<file path="config.mk">
export PLATFORM = sky130hd
export DESIGN_NAME = pomodoro_countdown_bcd
export DESIGN_NICKNAME = d
export VERILOG_FILES = /design/src/rtl/pomodoro_countdown_bcd.sv
export SDC_FILE = /design/constraint.sdc
export NUM_CORES = 1
export LEC_CHECK = 0
export CORE_UTILIZATION = 30
export DETAILED_ROUTE_END_ITERATION = 12
export DONT_BUFFER_PORTS = 1
export HOLD_SLACK_MARGIN = 0.1
export SYNTH_ARGS = -nofsm -noshare
export SYNTH_HDL_FRONTEND = slang
export SYNTH_SLANG_ARGS = --single-unit
</file>
<file path="constraint.sdc">
create_clock -name clk -period 2.3 [get_ports clk]
set_input_delay 0.46 -clock clk [delete_from_list [all_inputs] [get_ports clk]]
set_output_delay 0.46 -clock clk [all_outputs]
set_load 0.05 [all_outputs]
</file>
<file path="src/rtl/pomodoro_countdown_bcd.sv">
// Pomodoro phase sequencer with a registered MM:SS BCD countdown for 7-segment decoders.
// Optional macro POMODORO_PRESCALER_EN derives the 1 Hz tick internally from CLK_HZ.
module pomodoro_countdown_bcd #(
    parameter int WORK_MIN        = 25,
    parameter int SHORT_BRK_MIN   = 5,
    parameter int LONG_BRK_MIN    = 15,
    parameter int CYCLES_PER_LONG = 4,
    parameter int CLK_HZ          = 50000000
) (
    input  logic       clk,
    input  logic       rst_n,
    input  logic       tick_1hz,
    input  logic       start_pause,
    input  logic       skip,
    output logic [3:0] min_tens,
    output logic [3:0] min_ones,
    output logic [3:0] sec_tens,
    output logic [3:0] sec_ones,
    output logic [1:0] phase,
    output logic       running,
    output logic       phase_done
);
    typedef enum logic [1:0] {
        PH_IDLE  = 2'd0,
        PH_WORK  = 2'd1,
        PH_SHORT = 2'd2,
        PH_LONG  = 2'd3
    } phase_e;

    localparam logic [3:0] WORK_T   = 4'(WORK_MIN / 10);
    localparam logic [3:0] WORK_O   = 4'(WORK_MIN % 10);
    localparam logic [3:0] SHORT_T  = 4'(SHORT_BRK_MIN / 10);
    localparam logic [3:0] SHORT_O  = 4'(SHORT_BRK_MIN % 10);
    localparam logic [3:0] LONG_T   = 4'(LONG_BRK_MIN / 10);
    localparam logic [3:0] LONG_O   = 4'(LONG_BRK_MIN % 10);
    localparam logic [3:0] LAST_CNT = 4'(CYCLES_PER_LONG - 1);

    phase_e     phase_q, phase_d;
    logic       running_q, running_d;
    logic       done_q, done_d;
    logic [3:0] cnt_q, cnt_d;
    logic [3:0] mt_q, mt_d, mo_q, mo_d, st_q, st_d, so_q, so_d;
    logic       tick_src;
    logic       advance;
    logic       at_zero;

`ifdef POMODORO_PRESCALER_EN
    localparam int PW = (CLK_HZ > 1) ? $clog2(CLK_HZ) : 1;
    localparam logic [PW-1:0] PS_LAST = PW'(CLK_HZ - 1);

    logic [PW-1:0] ps_q, ps_d;
    logic          unused_tick_in;

    assign unused_tick_in = tick_1hz;
    assign tick_src       = (ps_q == PS_LAST);

    // Clearing on start_pause gives every resume a full first second.
    always_comb begin
        ps_d = ps_q + 1'b1;
        if (start_pause || tick_src) ps_d = '0;
    end

    always_ff @(posedge clk) begin
        if (!rst_n) ps_q <= '0;
        else        ps_q <= ps_d;
    end
`else
    localparam int UNUSED_CLK_HZ = CLK_HZ;
    assign tick_src = tick_1hz;
`endif

    assign at_zero = (mt_q == 4'd0) && (mo_q == 4'd0) && (st_q == 4'd0) && (so_q == 4'd0);

    always_comb begin
        phase_d   = phase_q;
        running_d = running_q;
        cnt_d     = cnt_q;
        done_d    = 1'b0;
        mt_d      = mt_q;
        mo_d      = mo_q;
        st_d      = st_q;
        so_d      = so_q;
        advance   = 1'b0;

        if (skip && phase_q != PH_IDLE) begin
            advance = 1'b1;
        end else if (phase_q == PH_IDLE) begin
            if (start_pause) begin
                phase_d   = PH_WORK;
                running_d = 1'b1;
                mt_d      = WORK_T;
                mo_d      = WORK_O;
                st_d      = 4'd0;
                so_d      = 4'd0;
            end
        end else begin
            if (start_pause) running_d = ~running_q;
            // The tick is gated by the registered running flag, so a same-cycle toggle acts later.
            if (tick_src && running_q) begin
                if (at_zero) begin
                    advance = 1'b1;
                end else if (so_q != 4'd0) begin
                    so_d = so_q - 4'd1;
                end else begin
                    so_d = 4'd9;
                    if (st_q != 4'd0) begin
                        st_d = st_q - 4'd1;
                    end else begin
                        st_d = 4'd5;
                        if (mo_q != 4'd0) begin
                            mo_d = mo_q - 4'd1;
                        end else begin
                            mo_d = 4'd9;
                            mt_d = mt_q - 4'd1;
                        end
                    end
                end
            end
        end

        if (advance) begin
            done_d    = 1'b1;
            running_d = running_q;
            st_d      = 4'd0;
            so_d      = 4'd0;
            if (phase_q == PH_WORK) begin
                if (cnt_q == LAST_CNT) begin
                    phase_d = PH_LONG;
                    cnt_d   = 4'd0;
                    mt_d    = LONG_T;
                    mo_d    = LONG_O;
                end else begin
                    phase_d = PH_SHORT;
                    cnt_d   = cnt_q + 4'd1;
                    mt_d    = SHORT_T;
                    mo_d    = SHORT_O;
                end
            end else begin
                phase_d = PH_WORK;
                mt_d    = WORK_T;
                mo_d    = WORK_O;
            end
        end
    end

    always_ff @(posedge clk) begin
        if (!rst_n) begin
            phase_q   <= PH_IDLE;
            running_q <= 1'b0;
            done_q    <= 1'b0;
            cnt_q     <= 4'd0;
            mt_q      <= WORK_T;
            mo_q      <= WORK_O;
            st_q      <= 4'd0;
            so_q      <= 4'd0;
        end else begin
            phase_q   <= phase_d;
            running_q <= running_d;
            done_q    <= done_d;
            cnt_q     <= cnt_d;
            mt_q      <= mt_d;
            mo_q      <= mo_d;
            st_q      <= st_d;
            so_q      <= so_d;
        end
    end

    assign min_tens   = mt_q;
    assign min_ones   = mo_q;
    assign sec_tens   = st_q;
    assign sec_ones   = so_q;
    assign phase      = phase_q;
    assign running    = running_q;
    assign phase_done = done_q;
endmodule
</file>
==> metrics.md <==
| Metric | Value |
|---|---|
| Status | finished clean |
| Area share of the largest cell type after synthesis | 34.0% |
| Port Buffers | 0 |
| GRT Util Overall | 14.6% |
| First-pass detailed-route iteration total | 4 |
| I/O pins | 25 |
| Ys Warns | 0 |
| Cell area power density | 584 mW/mm^2 |
| CTS clock-pin slew for the worst setup and hold paths | 0.09 ns |
| Die H | 70.6 um |
| Crit-path max FO | 6 |
| GRT Residual Overflow | 0 |
| Final setup vio count | 0 |
| Period minus WS final | 2.24 ns |
| Initial antenna violation count | 0 |
| Initial core utilization | 31.8% |
| Crit start category | register |
| Mean Syn Cell Area | 8.36 um^2 |
| CP Capture Type | register |
| Top layer in use | met4 |
| Post-CTS Hold Buffers | 0 |
| FF+latch count, synth | 24 |
| Max-slew headroom | 55.4% |
| Worst hold margin | 0.340 ns |
| Fin util | 42.5% |
| Final GP Congestion | 0.747 |
| Worst Setup Path Type | reg2reg |
| Post-synth EDFFs | 0 |
| Post-DRT Antenna Nets | 0 |
| Most frequent cells in the layout | 35 x buf_4, 22 x nor2_1, 19 x a21oi_1 |
| Worst path arrival time | 2.43 ns |
| CTS Sinks | 24 |
| Final Max Tran Viols | 0 |
| Worst skew pair latency | 0.26 ns |
| Drt drc | 0 |
| P_leak | 0.000749 uW |
| Starting DRT DRC Count | 87 |
| Core Region | 0.00444 mm^2 |
| RSZ-0062 raised after global routing | true |
| CTS H-tree lvls | 1 |
| CTS tree | yes |
| Chip width | 70.6 um |
| Met2 WL post-DR | 1.65 mm |
| Fillers | 438 |
| Sequential share of the synthesized area | 34.0% |
| Dpl hpwl | 2.65 mm |
| Primary FF master, synth | dfxtp_1 |
| Mapped Cells | 169 |
| Largest net degree at the start of global routing | 14 |
| Die Area | 0.00499 mm^2 |
| Met3 routed wirelength | 225 um |
| Area growth syn-to-layout | 33.6% |
| Worst Path Required | 2.49 ns |
| Top post-synthesis cells by area | dfxtp_1 34%, a21oi_1 6.7%, ha_1 6.2%, nor2_1 5.8%, mux2i_1 5.0% |
| Metal1 wirelength | 1.57 mm |
| Hold/Removal Path Class | in2reg |
| Total of max-cap violations | 0 |
| Fmax | 0.447 GHz |
| Number of antenna repair diodes | 0 |
| Tightest Pin Transition | 0.667 ns |
| Syn_nets | 181 |
| Layout cells sized above 1 | 33.7% |
| CTS root buffer | clkbuf_8 |
| WL/cell | 13.4 um |
| Most common cell after layout, fill and taps aside | buf_4 |
| Nets | 221 |
| WL final | 3.48 mm |
| CTS Buf Count | 3 |
| Synthesized cell area | 0.00141 mm^2 |
| # rows | 24 |
| Peak VDD IR | 0.259 mV |
| First-pass GRT wire length | 5.89 mm |
| Async S/R FF share, synth | 0% |
| Final Hold Viols | 0 |
| Synth unique cells | 42 |
| Vias/cell | 5.27 |
| Clock buffer depth | 2 |
| Crit share post-route | 97.3% |
| Vias post-DR | 1370 |
| Leading area contributor after synthesis | dfxtp_1 |
| Vias in the first global route | 1306 |
| Clock Skews | 0.00143 ns |
cell type report:
| class | count | area [um^2] | area share, % |
|---|---|---|---|
| Clock buffer | 4 | 55.1 | 2.92 |
| Inverter | 13 | 51.3 | 2.72 |
| Multi-Input combinational cell | 129 | 916 | 48.5 |
| Sequential cell | 24 | 503 | 26.7 |
| Tap cell | 52 | 65.1 | 3.45 |
| Timing Repair Buffer | 38 | 297 | 15.7 |
power by group:
group	internal, uW	leakage, uW	switching, uW
registers	436	0.000199	18.2
logic	140	0.000521	216
clock network	153	0.0000288	139
total	728	0.000749	373
metrics by stage:
step                worst slack [ns]  area [um^2]  total power (uW)  setup TNS [ns]  instances
floorplan                    0.00837         1450               711               0        169
global placement              0.0548         1730               796               0        249
detailed placement            0.0436         1730               796               0        249
CTS                           0.0203         1780              1090               0        253
global route                 -0.0771         1890              1170         -0.0803        260
finish                        0.0630         1890              1100               0        260
cell usage after synthesis (2+ instances only):
| library cell | n |
|---|---|
| nor2b_1 | 2 |
| nand3_1 | 2 |
| nor3b_1 | 3 |
| a31oi_1 | 3 |
| a211oi_1 | 3 |
| o211ai_1 | 2 |
| or3_1 | 2 |
| nor3_1 | 4 |
| a311oi_1 | 3 |
| mux2i_1 | 7 |
| ha_1 | 7 |
| nand3b_1 | 3 |
| nand2_1 | 11 |
| o21bai_1 | 3 |
| nand2b_1 | 4 |
| o21ai_0 | 3 |
| a211o_1 | 2 |
| nor2_1 | 22 |
| clkbuf_1 | 2 |
| a21oi_1 | 19 |
| or3b_1 | 3 |
| inv_1 | 13 |
| dfxtp_1 | 24 |
| nand4_1 | 4 |
layer usage:
| layer | global-route usage (%) | vias to the layer above |
|---|---|---|
| met1 | 18.5 | 636 |
| met4 | 5.56 | 0 |
| met3 | 4.13 | 2 |
| met2 | 23.7 | 34 |
| li1 | - | 698 |
| met5 | 0 | - |
what timing repair did:
| item | CTS | global route |
|---|---|---|
| gates resized for setup | 0 | 15 |
| setup buffers | 0 | 6 |
| setup endpoints to repair | 0 | 17 |
logic make-up (layout without fill, tap and decap cells):
kind of cell,count (synthesis),count (layout),synth area share [%]
fa+ha+maj,7,7,6.20
mux,7,7,4.96
compound gates,45,46,21.6
buf+inv,17,55,5.32
flops,24,24,34.0
simple gates,69,69,27.9
worst paths after layout:
kind | cells after the start | startpoint | slack [ns] | to
setup reg to reg | 8 | min_ones[0]$_SDFFE_PP1P_ | 0.06 | min_tens[3]$_SDFFE_PN0P_
hold / removal | 2 | rst_n | 0.34 | cnt_q[3]$_SDFFE_PN0P_
hold reg to reg | 2 | cnt_q[3]$_SDFFE_PN0P_ | 0.52 | cnt_q[3]$_SDFFE_PN0P_
setup / recovery | 8 | min_ones[0]$_SDFFE_PP1P_ | 0.06 | min_tens[3]$_SDFFE_PN0P_
worst max-delay path, stage by stage (launching register included):
cell     delay (ns)
dfxtp_4        0.36
inv_4          0.06
ha_4           0.11
or3b_4         0.38
buf_6          0.14
nor4_4         0.41
nand3_1        0.15
or3_1          0.39
a31oi_1        0.16
sequential cells by signal, indices dropped and copies added, names as in the netlist:
| signal | count |
|---|---|
| phase_done | 1 |
| running | 1 |
| sec_tens | 4 |
| min_tens | 4 |
| min_ones | 4 |
| cnt_q | 4 |
| sec_ones | 4 |
| phase | 2 |
No activity file was read; power rests on OpenSTA's default activity.
